===== src/rtl/dmem_pkg.sv =====
// Shared definitions for the data-memory arbiter: FSM state encoding,
// default bus widths and the SRAM control levels used when no access is active.
package dmem_pkg;

   localparam int DMEM_ADDR_W = 7;
   localparam int DMEM_DATA_W = 32;

   // Idle levels of the active-low SRAM controls.
   localparam logic SRAM_CEN_IDLE = 1'b1;
   localparam logic SRAM_WEN_IDLE = 1'b1;
   localparam logic SRAM_OEN_IDLE = 1'b1;

   typedef enum logic [1:0] {
      IDLE   = 2'd0,
      ACCESS = 2'd1,
      WAIT   = 2'd2,
      RESP   = 2'd3
   } dmem_state_e;

endpackage


===== src/rtl/rr_arb2.sv =====
// Two-way round-robin picker. Purely combinational; the caller stores
// last_grant and updates it whenever a grant is actually consumed.
module rr_arb2
   import dmem_pkg::*;
(
   input  logic [1:0] req,
   input  logic       last_grant,
   output logic [1:0] gnt,
   output logic       gnt_id
);

   // Pick the single requester, or on contention the port that did not win last time.
   always_comb begin
      gnt    = 2'b00;
      gnt_id = 1'b0;
      case (req)
         2'b01: begin
            gnt    = 2'b01;
            gnt_id = 1'b0;
         end
         2'b10: begin
            gnt    = 2'b10;
            gnt_id = 1'b1;
         end
         2'b11: begin
            if (last_grant) begin
               gnt    = 2'b01;
               gnt_id = 1'b0;
            end else begin
               gnt    = 2'b10;
               gnt_id = 1'b1;
            end
         end
         default: begin
            gnt    = 2'b00;
            gnt_id = 1'b0;
         end
      endcase
   end

endmodule


===== src/rtl/dmem_arbiter.sv =====
// Shares one single-port data SRAM between the CPU load/store port (port 0)
// and the DMA/loader port (port 1). Each access runs IDLE -> ACCESS ->
// [WAIT] -> RESP -> IDLE with registered SRAM controls; one response pulse
// goes back to the port that was granted.
module dmem_arbiter
   import dmem_pkg::*;
#(
   parameter int ADDR_W = DMEM_ADDR_W,
   parameter int DATA_W = DMEM_DATA_W,
   parameter int RD_LAT = 1
) (
   input  logic              clk,
   input  logic              rst_n,
   input  logic              p0_valid,
   output logic              p0_ready,
   input  logic              p0_we,
   input  logic [ADDR_W-1:0] p0_addr,
   input  logic [DATA_W-1:0] p0_wdata,
   output logic              p0_rsp_valid,
   input  logic              p1_valid,
   output logic              p1_ready,
   input  logic              p1_we,
   input  logic [ADDR_W-1:0] p1_addr,
   input  logic [DATA_W-1:0] p1_wdata,
   output logic              p1_rsp_valid,
   output logic [DATA_W-1:0] rsp_rdata,
   output logic              busy,
   output logic              CEN,
   output logic              WEN,
   output logic              OEN,
   output logic [ADDR_W-1:0] A,
   output logic [DATA_W-1:0] Data2Mem,
   input  logic [DATA_W-1:0] ReadDataMem
);

   // Reads with more than one cycle of SRAM latency pass through WAIT,
   // which lasts RD_LAT-1 cycles driven by a down-counter loaded with RD_LAT-2.
   localparam bit         RD_HAS_WAIT = (RD_LAT > 32'sd1);
   localparam int         CNT_LOAD_I  = (RD_LAT > 32'sd1) ? (RD_LAT - 32'sd2) : 32'sd0;
   localparam logic [1:0] CNT_LOAD    = CNT_LOAD_I[1:0];

   dmem_state_e       r_state;
   dmem_state_e       w_next;
   logic [1:0]        r_cnt;
   logic              r_last_grant;
   logic              r_we;
   logic              r_id;
   logic              r_cen;
   logic              r_wen;
   logic              r_oen;
   logic [ADDR_W-1:0] r_a;
   logic [DATA_W-1:0] r_d2m;
   logic [DATA_W-1:0] r_rdata;
   logic              r_p0_rsp;
   logic              r_p1_rsp;
   logic              r_busy;

   logic [1:0]        w_gnt;
   logic              w_gnt_id;
   logic              w_p0_ready;
   logic              w_p1_ready;
   logic              w_hs;
   logic              w_sel_we;
   logic [ADDR_W-1:0] w_sel_addr;
   logic [DATA_W-1:0] w_sel_wdata;
   logic              w_enter_resp;

   rr_arb2 u_rr_arb2 (
      .req        ({p1_valid, p0_valid}),
      .last_grant (r_last_grant),
      .gnt        (w_gnt),
      .gnt_id     (w_gnt_id)
   );

   // State register.
   always_ff @(posedge clk) begin
      if (rst_n) begin
         r_state <= IDLE;
      end else begin
         r_state <= w_next;
      end
   end

   // Next-state logic.
   always_comb begin
      w_next = r_state;
      case (r_state)
         IDLE: begin
            if (w_hs) begin
               w_next = ACCESS;
            end else begin
               w_next = IDLE;
            end
         end
         ACCESS: begin
            if (!r_we && RD_HAS_WAIT) begin
               w_next = WAIT;
            end else begin
               w_next = RESP;
            end
         end
         WAIT: begin
            if (r_cnt == 2'd0) begin
               w_next = RESP;
            end else begin
               w_next = WAIT;
            end
         end
         RESP: begin
            w_next = IDLE;
         end
         default: begin
            w_next = IDLE;
         end
      endcase
   end

   // Output logic: ready only in IDLE, only to the granted port, never during reset.
   always_comb begin
      w_p0_ready = 1'b0;
      w_p1_ready = 1'b0;
      if ((r_state == IDLE) && !rst_n) begin
         w_p0_ready = w_gnt[0];
         w_p1_ready = w_gnt[1];
      end else begin
         w_p0_ready = 1'b0;
         w_p1_ready = 1'b0;
      end
   end

   assign w_hs         = w_p0_ready | w_p1_ready;
   assign w_enter_resp = (w_next == RESP) && (r_state != RESP);

   // Steer the granted port's request fields toward the capture registers.
   always_comb begin
      w_sel_we    = 1'b0;
      w_sel_addr  = '0;
      w_sel_wdata = '0;
      if (w_gnt_id) begin
         w_sel_we    = p1_we;
         w_sel_addr  = p1_addr;
         w_sel_wdata = p1_wdata;
      end else begin
         w_sel_we    = p0_we;
         w_sel_addr  = p0_addr;
         w_sel_wdata = p0_wdata;
      end
   end

   // Remember who was served and what kind of access it was; track fairness.
   always_ff @(posedge clk) begin
      if (rst_n) begin
         r_last_grant <= 1'b1;
         r_we         <= 1'b0;
         r_id         <= 1'b0;
      end else if (w_hs) begin
         r_last_grant <= w_gnt_id;
         r_we         <= w_sel_we;
         r_id         <= w_gnt_id;
      end
   end

   // WAIT down-counter: loaded when a read leaves ACCESS, decremented while waiting.
   always_ff @(posedge clk) begin
      if (rst_n) begin
         r_cnt <= 2'd0;
      end else if ((r_state == ACCESS) && (w_next == WAIT)) begin
         r_cnt <= CNT_LOAD;
      end else if ((r_state == WAIT) && (r_cnt != 2'd0)) begin
         r_cnt <= r_cnt - 2'd1;
      end
   end

   // SRAM controls: active only in the single cycle after a handshake (ACCESS);
   // address and write data are held afterwards.
   always_ff @(posedge clk) begin
      if (rst_n) begin
         r_cen <= SRAM_CEN_IDLE;
         r_wen <= SRAM_WEN_IDLE;
         r_oen <= SRAM_OEN_IDLE;
         r_a   <= '0;
         r_d2m <= '0;
      end else if (w_hs) begin
         r_cen <= 1'b0;
         r_wen <= ~w_sel_we;
         r_oen <= w_sel_we;
         r_a   <= w_sel_addr;
         if (w_sel_we) begin
            r_d2m <= w_sel_wdata;
         end
      end else begin
         r_cen <= SRAM_CEN_IDLE;
         r_wen <= SRAM_WEN_IDLE;
         r_oen <= SRAM_OEN_IDLE;
      end
   end

   // Response: one-cycle pulse to the served port; read data captured on the RESP entry edge.
   always_ff @(posedge clk) begin
      if (rst_n) begin
         r_p0_rsp <= 1'b0;
         r_p1_rsp <= 1'b0;
         r_rdata  <= '0;
         r_busy   <= 1'b0;
      end else begin
         r_p0_rsp <= w_enter_resp && !r_id;
         r_p1_rsp <= w_enter_resp && r_id;
         r_busy   <= (w_next != IDLE);
         if (w_enter_resp && !r_we) begin
            r_rdata <= ReadDataMem;
         end
      end
   end

   assign p0_ready     = w_p0_ready;
   assign p1_ready     = w_p1_ready;
   assign p0_rsp_valid = r_p0_rsp;
   assign p1_rsp_valid = r_p1_rsp;
   assign rsp_rdata    = r_rdata;
   assign busy         = r_busy;
   assign CEN          = r_cen;
   assign WEN          = r_wen;
   assign OEN          = r_oen;
   assign A            = r_a;
   assign Data2Mem     = r_d2m;

endmodule


===== config.mk =====
export PLATFORM = sky130hd
export DESIGN_NAME = dmem_arbiter
export DESIGN_NICKNAME = d
export VERILOG_FILES = /design/src/rtl/dmem_pkg.sv /design/src/rtl/rr_arb2.sv /design/src/rtl/dmem_arbiter.sv
export SDC_FILE = /design/constraint.sdc
export NUM_CORES = 1
export LEC_CHECK = 0
export CAP_MARGIN = 15
export CORE_ASPECT_RATIO = 1.1
export CORE_MARGIN = 2
export CORE_UTILIZATION = 39
export CTS_BUF_LIST = sky130_fd_sc_hd__clkbuf_4 sky130_fd_sc_hd__clkbuf_8 sky130_fd_sc_hd__clkbuf_16
export CTS_CLUSTER_SIZE = 28
export DETAILED_ROUTE_END_ITERATION = 10
export PLACE_DENSITY = 0.8
export SETUP_SLACK_MARGIN = 0.1
export SLEW_MARGIN = 20
export SYNTH_ARGS = -nofsm -noshare
export SYNTH_HDL_FRONTEND = slang
export SYNTH_SLANG_ARGS = --single-unit

===== constraint.sdc =====
create_clock -name clk -period 2.01 [get_ports clk]
set_input_delay 0.201 -clock clk [delete_from_list [all_inputs] [get_ports clk]]
set_output_delay 0.201 -clock clk [all_outputs]
set_load 0.02 [all_outputs]

==> results.py <==
metrics = {
    "grt": {
        "grt_max_degree": 58,
        "antenna_found_initial": 0,
        "grt_overflow": 0,
        "grt_pass1_vias": 3567,
        "grt_pass1_wl_um": 17430,
        "track_usage_pct": 22.07,
    },
    "worst_setup_path": {
        "start_kind": "flip-flop",
        "endpoint_kind": "flip-flop",
        "required_ns": 2.24,
        "worst_path_max_delay_cell": "ha_2",
        "max_stage_delay_ns": 0.38,
        "worstPathCellList": "inv_1 > ha_2 > or3b_1 > buf_6 > o21ai_1 > a21oi_1",
        "critical_path_class": "reg -> reg",
        "critPathArrivalTime_ns": 2.00,
        "crit_fanout": 32,
    },
    "timing": {
        "finalCritPeriodShare_pct": 88.34,
        "max_freq_mhz": 563.2,
        "worst_slew_pin_slew_ns": 0.6140,
        "fin_hold_ws_ns": 0.3489,
        "slew_viol_final": 0,
        "period_minus_slack_ns": 1.776,
        "setup_viol": 0,
        "hold_viol": 0,
        "slew_headroom_pct": 59.07,
        "skew_ns": 0.009130,
        "rsz0062_at_grt": "false",
    },
    "clocking": {
        "cts_sinks": 84,
        "clk_latency_ns": 0.35,
        "htreeDepth": 3,
        "hold_buffers": 0,
        "clkTransAtPathRegs_ns": 0.08,
        "cts_buffers": 9,
        "cts_buffer_depth": 2,
        "tritoncts": "done",
        "cts-root-buf": "clkbuf_8",
    },
    "logic_synthesis": {
        "synthArstFlopShare_pct": 0,
        "syn_nets": 502,
        "yosys.area_share.simple_pct": 9.851,
        "ys.flop_type": "dfxtp_1",
        "synth.largest_area_cell": "dfxtp_1",
        "synth-compound-area-share_pct": 24.21,
        "synth.yosys.seq_area_share_pct": 46.62,
        "synth.avg_cell_area_um2": 9.468,
        "synth_xor_area_share_pct": 0.2428,
        "synthesis.area_um2": 3607,
        "synth_adder_area_share_pct": 1.734,
        "synthCells": 381,
        "synthDistinctLibCells": 36,
        "synth.top_cell.area_share_pct": 46.62,
        "synth_seq_cells": 84,
        "netlist_top_cells_area": "dfxtp_1 47%, mux2i_1 11%, a21oi_1 9.2%, o21ai_1 5.4%, a211oi_1 5.4%",
        "synthMuxAreaShare_pct": 11.62,
        "synth_warnings": 0,
        "synth_top_family_by_area": "compound AO/OA/AOI/OAI gates",
        "synth_edf_count": 0,
    },
    "routing": {
        "drtAntennaViolNets": 0,
        "via_count": 3643,
        "drc": 0,
        "wl_per_cell_um": 16.81,
        "first_pass_iters": 4,
        "vias_per_cell": 5.342,
        "drtIter0Drc": 100,
        "routed_wl_um": 11460,
    },
    "power": {
        "irDropWorstVdd_mv": 0.5051,
        "p_leak_nw": 2.060,
        "powerDensity_nw_per_um2": 794.0,
    },
    "die": {
        "pin_count": 195,
        "die-width_um": 95.70,
        "initial_core_util_pct": 40.45,
        "die_y_um": 104.9,
        "rows": 36,
        "coreArea_um2": 8919,
        "die-area_um2": 10040,
    },
    "outcome": {
        "status": "complete, no violations",
    },
    "layout": {
        "nNetsFinal": 686,
        "fillers": 748,
        "syn_to_final_growth_pct": 62.92,
        "drive_above_1_share_pct": 9.155,
        "num_antenna_cells": 0,
        "fin_cells": 682,
    },
    "worst_hold_path": {
        "hold_class": "in -> reg",
    },
    "placed_design": {
        "hpwlAfterDp_um": 8290,
        "portBuffers": 194,
        "globalplace.congestion": 0.7419,
        "place_inst": 667,
    },
    "run": {
        "cap_violations": 0,
    },
}
[state kept, by name (all words and copies together), names as in the netlist]
name and count:
A 7, CEN 1, Data2Mem 32, OEN 1
WEN 1, busy 1, p0_rsp_valid 1, p1_rsp_valid 1
r_cnt 2, r_id 1, r_last_grant 1, r_state 2
r_we 1, rsp_rdata 32
[layout make-up]
| cell class | count | area [um2] | share of cell area (%) |
|---|---|---|---|
| timing repair buffer | 208 | 2061 | 35.06 |
| multi-input combinational | 255 | 1753 | 29.83 |
| sequential | 84 | 1682 | 28.61 |
| clock buffer | 12 | 152.6 | 2.597 |
| tap | 114 | 142.6 | 2.427 |
| clock inverter | 2 | 60.06 | 1.022 |
| inverter | 7 | 26.28 | 0.4471 |
[what timing repair did]
| action | in CTS | in global routing |
|---|---|---|
| cloned | 0 | 1 |
| gates resized for setup | 3 | 7 |
| setup buffers | 0 | 0 |
| pin swaps | 1 | 0 |
| endpoints found under the setup margin | 34 | 46 |
[metrics by stage]
stage	cell area (um2)	TNS [ns]	utilization, %	setup WS (ns)	power, mW
2_1_floorplan	3607	0	-	0.3314	2.676
3_3_place_gp	5653	-0.009870	63.38	-0.001924	3.332
3_5_place_dp	5653	-3.003	63.38	-0.1304	3.371
4_1_cts	5866	0	65.77	0.04947	4.690
5_1_grt	5877	0	65.90	0.1127	4.877
6_report	5877	0	65.90	0.2343	4.666
[worst max-delay path: cells and delay by family (launching register included)]
family / cells / cell delay, ns
fa+ha+maj: 1 / 0.38
flops: 1 / 0.37
simple gates: 1 / 0.37
buf+inv: 2 / 0.27
compound gates: 2 / 0.25
[power breakdown]
part | switching, mW | internal (mW) | total (mW)
sequential | 0.0769 | 1.81 | 1.89
combinational | 0.759 | 0.694 | 1.45
clock | 0.578 | 0.749 | 1.33
total | 1.41 | 3.25 | 4.67
[synthesized netlist by cell type, drive strengths merged, types with 2 or more instances]
cell,count
a211oi,33
a21oi,66
a311oi,2
buf,22
clkbuf,14
dfxtp,84
ha,5
inv,7
mux2i,40
nand2,2
nand2b,3
nand3,33
nand3b,6
nor2,8
nor2b,3
o21ai,40
[path summary, 6_finish.rpt]
kind	endpoint	startpoint	cells after the start	slack, ns
setup reg to reg	rsp_rdata[28]$_SDFFE_PP0P_	r_state[1]$_SDFF_PP0_	6	0.23
setup / recovery	rsp_rdata[28]$_SDFFE_PP0P_	r_state[1]$_SDFF_PP0_	6	0.23
hold / removal	r_id$_SDFFE_PP0P_	rst_n	3	0.35
hold reg to reg	rsp_rdata[24]$_SDFFE_PP0P_	rsp_rdata[24]$_SDFFE_PP0P_	2	0.48
[cell usage in the layout, fill, tap and decap left out, drive strengths merged, types with 2 or more instances in the layout]
cell type / instances
ha: 5
nand3b: 6
a311oi: 2
inv: 7
clkbuf: 14
nand2: 2
nor2: 9
buf: 15
clkdlybuf4s50: 191
bufinv: 2
nand3: 33
nand2b: 3
o21ai: 40
mux2i: 40
dfxtp: 84
nor2b: 3
a211oi: 33
a21oi: 66
[kinds of logic (layout without fill, tap and decap cells)]
group,Yosys count,in the layout
AOI/OAI and AO/OA,146,146
DFF,84,84
muxes,41,41
buffers and inverters,43,229
and+or+nand+nor,61,62
adders and majority gates,5,5
xor gates and xnor gates,1,1
[per-layer routing]
metal  up-vias  GRT usage [%]  wire length [um]
met5         -              0                 0
met4         0          9.286               197
met3        15          6.705              1100
met2       142          37.21              5584
met1      1728          25.46              4581
li1       1758              -                 -
Power figures use the tool's default switching activity.
==> RTL edit 1, RTL diff (same settings) <==
Set the package constant `DMEM_DATA_W` to 64 (it was 32).
--- a/src/rtl/dmem_pkg.sv
+++ b/src/rtl/dmem_pkg.sv
@@ -5,3 +5,3 @@
    localparam int DMEM_ADDR_W = 7;
-   localparam int DMEM_DATA_W = 32;
+   localparam int DMEM_DATA_W = 64;
 
Ports: changed (5 resized); port bits go from 195 to 355. No check against the original RTL was run, so the function may have changed too.
==> RTL edit 1 against the original RTL <==
  * Wire length grew 100%
  * Clock skew grew 0.0024 ns
  * Worst setup slack lost 0.049 ns
  * Sequential power grew 76%
  * Count of clock-buffer cells in the layout grew 8
  * Final area grew 94%
  * Sequential cell count grew 64
  * Synthesized cell count grew 77%
  * Area after synthesis grew 92%
  * Core utilization shrank 0.96 points
  * Non-clock buffer count grew 183
  * Total power grew 100%
  * Highest routed layer unchanged
  * Largest cell class unchanged
==> RTL edit 1: results (changes against the original RTL) <==
Outcome
  – Outcome: finished, final reports clean (unchanged)

Critical path
  – CP endpoint: p0_ready (was rsp_rdata[28]$_SDFFE_PP0P_)
  – Slowest-stage cell, CP: dfxtp_1 (was ha_2)
  – Crit path max fanout: 6 (was 32)
  – R2r endpoint: rsp_rdata[2]$_SDFFE_PP0P_ (was rsp_rdata[28]$_SDFFE_PP0P_)

Global routing
  – Total track usage: 0.235 (was 0.221)
  – Number of global-route vias before repair: 6,492 (was 3,567)
  – Largest net degree at the start of global routing: 92 (was 58)
  – First-pass GRT wire length: 34,100 um (was 17,400 um)

Synthesis
  – Synth Net Count: 892 (was 502)
  – Sequential area share after synthesis: 0.428 (was 0.466)
  – Synth area leaders: dfxtp_1 (43%), a211oi_2 (11%), mux2i_1 (10%) (was dfxtp_1 (47%), mux2i_1 (11%), a21oi_1 (9.2%))
  – Post-synthesis cell count: 675 (was 381)
  – Distinct cells, synth: 41 (was 36)
  – Mux cell area share after synthesis: 0.106 (was 0.116)
  – Post-synth top cells: dfxtp_1 (148), mux2i_1 (72), a21oi_1 (70) (was dfxtp_1 (84), a21oi_1 (66), mux2i_1 (39), o21ai_1 (39), nand3_1 (33))
  – XOR/XNOR Fraction of Synth Area: 0.00127 (was 0.00243)
  – Synth Area in Compound Gates: 0.303 (was 0.242)

Clock tree
  – Clock-pin slew on the worst setup and hold paths: 0.06 ns (was 0.08 ns)
  – CTS Buf Count: 17 (was 9)
  – Htree depth: 4 (was 3)
  – Clock root buffer: clkbuf_16 (was clkbuf_8)

Finish
  – Finished Layout Cells: 1,264 (was 682)
  – Share of layout cells above drive strength 1: 0.208 (was 0.0915)
  – Fillcell total: 1,417 (was 748)

STA
  – Final period util: 0.908 (was 0.883)
  – Setup Skew: 0.0115 ns (was 0.00913 ns)
  – Slew Limit Headroom: 0.598 (was 0.591)

Power
  – Worst vdd ir: 0.540 mV (was 0.505 mV)
  – Pwr/cell area: 823 mW/mm^2 (was 794 mW/mm^2)
  – P_leak: 3.88 nW (was 2.06 nW)

Route
  – Routed length per placed instance: 18.6 um (was 16.8 um)
  – Vias: 6,588 (was 3,643)
  – DRT iter0 DRCs: 245 (was 100)

Placement
  – I/O Buffers: 354 (was 194)
  – # placed instances: 1,229 (was 667)
  – DP Worst Slack: 0.0364 ns (was -0.130 ns)
==> RTL edit 1: cell types whose count changed in the layout (fill, tap and decap cells not counted), sizes merged, moves of 8 or more <==
| cell | change |
|---|---|
| o21ai | +32 |
| a21oi | +64 |
| mux2i | +32 |
| buf | +22 |
| dfxtp | +64 |
| clkdlybuf4s50 | +160 |
| clkbuf | +8 |
| nand3 | +32 |
| a211oi | +32 |
==> RTL edit 1: how the worst min path moves through the flow <==
stage                     slack (ns)                         end  cells after the start
after floorplan                 0.35              OEN$_SDFF_PP1_                      2
after global placement          0.46     p0_rsp_valid$_SDFF_PP0_                      1
after detailed placement        0.47  rsp_rdata[11]$_SDFFE_PP0P_                      2
after CTS                       0.06  rsp_rdata[51]$_SDFFE_PP0P_                      2
after global routing            0.06  rsp_rdata[62]$_SDFFE_PP0P_                      2
final                           0.07  rsp_rdata[47]$_SDFFE_PP0P_                      2
==> RTL edit 1: final cells by class <==
cell class	count	area share
timing repair buffer	391	0.355
multi-input combinational	446	0.304
sequential	148	0.260
clock buffer	20	0.0410
tap	238	0.0261
clock inverter	12	0.0104
inverter	7	0.00231
antenna	2	0.000439
==> RTL edit 1: timing repair <==
| action | CTS | global route |
|---|---|---|
| resized for setup | 8 | 9 |
| pin swaps | 0 | 1 |
| gates cloned | 0 | 1 |
| hold endpoints to repair | 0 | 0 |
| setup endpoints to repair | 2 | 48 |
| hold buffers | 0 | 0 |
| setup buffers | 0 | 0 |
==> RTL edit 1: cell families (layout without fill, tap and decap cells) <==
logic type                 count (synthesis)  after routing
adders and majority gates                  5              5
xor gates and xnor gates                   1              1
other                                      0              2
buffers and inverters                     81            430
DFF                                      148            148
muxes                                     73             73
AOI/OAI and AO/OA                        274            274
and+or+nand+nor                           93             93
==> RTL edit 1: where the power goes <==
part / switching (mW) / internal (mW)
Sequential: 0.148 / 3.18
Combinational: 1.50 / 1.41
Clock: 1.32 / 1.82
==> RTL edit 1: routing by layer <==
| layer | track usage | routed length (um) | vias to the layer above |
|---|---|---|---|
| li1 | - | - | 3153 |
| met1 | 0.263 | 8890 | 3122 |
| met2 | 0.406 | 11800 | 279 |
| met3 | 0.0923 | 2350 | 34 |
| met4 | 0.0812 | 450 | 0 |
| met5 | 0 | 0 | - |
==> RTL edit 1: through the flow <==
| step | hold slack [ns] | cell area (um^2) |
|---|---|---|
| floorplan | 0.346 | 6920 |
| global placement | 0.460 | 10800 |
| detailed placement | 0.465 | 10800 |
| CTS | 0.0556 | 11400 |
| global route | 0.0581 | 11400 |
| finish | 0.0674 | 11400 |
==> RTL edit 1: critical path: cells and delay by family, from the launching register on <==
family	cells	cell delay [ns]
flip-flops	1	0.33
AND/OR/NAND/NOR	2	0.30
buffers and inverters	3	0.40
adder cells (fa/ha/maj)	1	0.18
==> RTL edit 2, RTL diff (config.mk and constraints unchanged) <==
Without the edit above. The 4 states of `dmem_state_e` get a Gray code encoding in 2 bits.
--- a/src/rtl/dmem_pkg.sv
+++ b/src/rtl/dmem_pkg.sv
@@ -13,6 +13,6 @@
    typedef enum logic [1:0] {
-      IDLE   = 2'd0,
-      ACCESS = 2'd1,
-      WAIT   = 2'd2,
-      RESP   = 2'd3
+      IDLE   = 2'b00,
+      ACCESS = 2'b01,
+      WAIT   = 2'b11,
+      RESP   = 2'b10
    } dmem_state_e;
Check against the original RTL: no difference found for any inputs over 10 cycles, from zero or initial values and one cycle with rst_n high; not proved beyond that.
==> RTL edit 2 against the original RTL <==
  * Sequential cell count is the same
  * Synthesized cell count rose by 15%
  * Highest routed layer unchanged
  * Core utilization decreased by 1.9 points
  * Largest cell class unchanged
  * Wire length is 0.14% lower
  * Largest power group unchanged
  * Final area rose by 2.8%
  * Area after synthesis increased by 5.5%
  * Critical path depth shrank 2
  * Hold slack worse by 0.12 ns
  * Total power decreased by 15%
  * Critical path type is now reg2out
  * Worst setup slack improved by 0.029 ns
  * Global-route usage is 0.82 points lower
==> RTL edit 2: results (changes against the original RTL) <==
Critical path
  – Largest delay contributor family on the critical path: simple AND/OR/NAND/NOR gates (was adder cells)
  – CP max stage delay: 0.38 ns (about the same)
  – CP arrival: 1.55 ns (was 2.00 ns)
  – Crit path max fanout: 5 (was 32)
  – Slowest-stage cell, CP: dfxtp_1 (was ha_2)

Synthesis
  – Sequential area share after synthesis: 0.442 (was 0.466)
  – Synth area leaders: dfxtp_1 (44%), nand3b_1 (14%), a211oi_2 (9.2%) (was dfxtp_1 (47%), mux2i_1 (11%), a21oi_1 (9.2%))
  – Synth Net Count: 555 (was 502)
  – Ys Warns: 0 (unchanged)
  – Top-count cell post-synth: dfxtp_1 (unchanged)
  – Post-synth top cells: dfxtp_1 (84), nand2_1 (71), nand3b_1 (71) (was dfxtp_1 (84), a21oi_1 (66), mux2i_1 (39), o21ai_1 (39), nand3_1 (33))
  – FFs w/ async S/R, synth: 0 (unchanged)
  – Distinct cells, synth: 30 (was 36)
  – Avg Inst Size Synth: 8.69 um^2 (was 9.47 um^2)

Clock tree
  – Clk buf depth: 2 (unchanged)
  – Htree depth: 3 (unchanged)
  – Clk_lat worst skew: 0.35 ns (about the same)
  – Clock root buffer: clkbuf_8 (unchanged)
  – CTS Buf Count: 9 (unchanged)
  – Clock-pin slew on the worst setup and hold paths: 0.08 ns (about the same)

Placement
  – # placed instances: 723 (was 667)
  – GPL Wtd Cong: 0.844 (was 0.742)
  – Post-DP HPWL: 7980 um (was 8290 um)
  – Dpl cell area: 0.00584 mm^2 (was 0.00565 mm^2)

Finish
  – Layout Nets: 734 (was 686)
  – Fillcell total: 794 (was 748)
  – Share of layout cells above drive strength 1: 0.108 (was 0.0915)
  – Diodes inserted: 0 (unchanged)
  – Finished Layout Cells: 739 (was 682)

STA
  – Slew Limit Headroom: 0.348 (was 0.591)
  – Setup Skew: 0.0117 ns (was 0.00913 ns)

Route
  – M1 WL: 5100 um (was 4580 um)
  – Post-DR vias/cell: 5.08 (was 5.34)
  – Detail Route met3 WL: 982 um (was 1100 um)
  – Pre-Repair DR Iteration Count: 4 (unchanged)
  – DRT iter0 DRCs: 122 (was 100)
  – Routed met2 length: 5090 um (was 5580 um)
  – Routed wire length: 11,400 um (was 11,500 um)

Worst hold path
  – Min-Delay Path Class: in2reg (unchanged)

Global routing
  – Largest net degree at the start of global routing: 81 (was 58)
  – Initial antenna violation count: 0 (unchanged)
  – Number of global-route vias before repair: 3,668 (was 3,567)
  – Total track usage: 0.212 (was 0.221)
  – First-pass GRT wire length: 18,100 um (was 17,400 um)

Power
  – P_leak: 2.11 nW (was 2.06 nW)
  – Worst vdd ir: 0.378 mV (was 0.505 mV)

Outcome
  – Outcome: finished, final reports clean (unchanged)
RTL edit 2: layer usage:
metal,track usage,vias up
met1,0.270,1721
met5,0,-
met4,0.0939,0
li1,-,1845
met2,0.337,165
met3,0.0604,20
RTL edit 2: area by class of cell:
class	instances	area, um^2	area share
inverters	37	139	0.0230
clock inverters	1	5.00	0.000829
repair buffers	208	2080	0.344
well taps	117	146	0.0242
flip-flops and latches	84	1680	0.278
multi-input cells	277	1800	0.298
clock buffers	15	188	0.0311
RTL edit 2: where the power goes:
part | total [mW] | switching (mW) | internal [mW] | leakage [nW]
registers | 1.83 | 0.0588 | 1.77 | 0.687
logic | 0.982 | 0.458 | 0.524 | 1.32
clock network | 1.17 | 0.580 | 0.593 | 0.104
RTL edit 2: worst paths after layout:
kind / from / depth (start not counted) / end / slack [ns]
setup / recovery: r_state[0]$_SDFF_PP0_ / 4 / p0_ready / 0.26
hold / removal: rst_n / 4 / r_id$_SDFFE_PP0P_ / 0.23
setup reg to reg: r_cnt[0]$_SDFFE_PP0P_ / 7 / rsp_rdata[14]$_SDFFE_PP0P_ / 0.32
hold reg to reg: rsp_rdata[3]$_SDFFE_PP0P_ / 2 / rsp_rdata[3]$_SDFFE_PP0P_ / 0.46
RTL edit 2: worst reg2reg max path, delay by kind of cell, from the launching register on:
family,cells,cell delay [ns]
and+or+nand+nor,3,0.72
DFF,1,0.30
buffers and inverters,2,0.29
adders and majority gates,1,0.15
AOI/OAI and AO/OA,1,0.06
RTL edit 2: cell families after synthesis:
logic type | Yosys count | synth area share
XOR/XNOR | 1 | 0.00230
adder cells (fa/ha/maj) | 1 | 0.00329
AO/OA/AOI/OAI | 113 | 0.213
flip-flops | 84 | 0.442
multiplexers | 7 | 0.0184
AND/OR/NAND/NOR | 155 | 0.232
buffers and inverters | 77 | 0.0891
RTL edit 2: timing repair:
action                     4_1_cts  5_1_grt
cloned                           0        0
setup endpoints to repair        2        2
pin swaps                        0        0
gates resized for setup          3        3
buffers inserted                 0        0
RTL edit 2: metrics by stage:
stage,power [mW],hold slack [ns],utilization,setup slack (ns)
5_1_grt,4.17,0.215,0.640,0.170
3_3_place_gp,2.83,0.441,0.619,0.112
4_1_cts,4.02,0.196,0.640,0.0777
3_5_place_dp,2.85,0.447,0.619,0.0683
6_report,3.98,0.226,0.640,0.264
2_1_floorplan,2.33,0.337,-,0.462
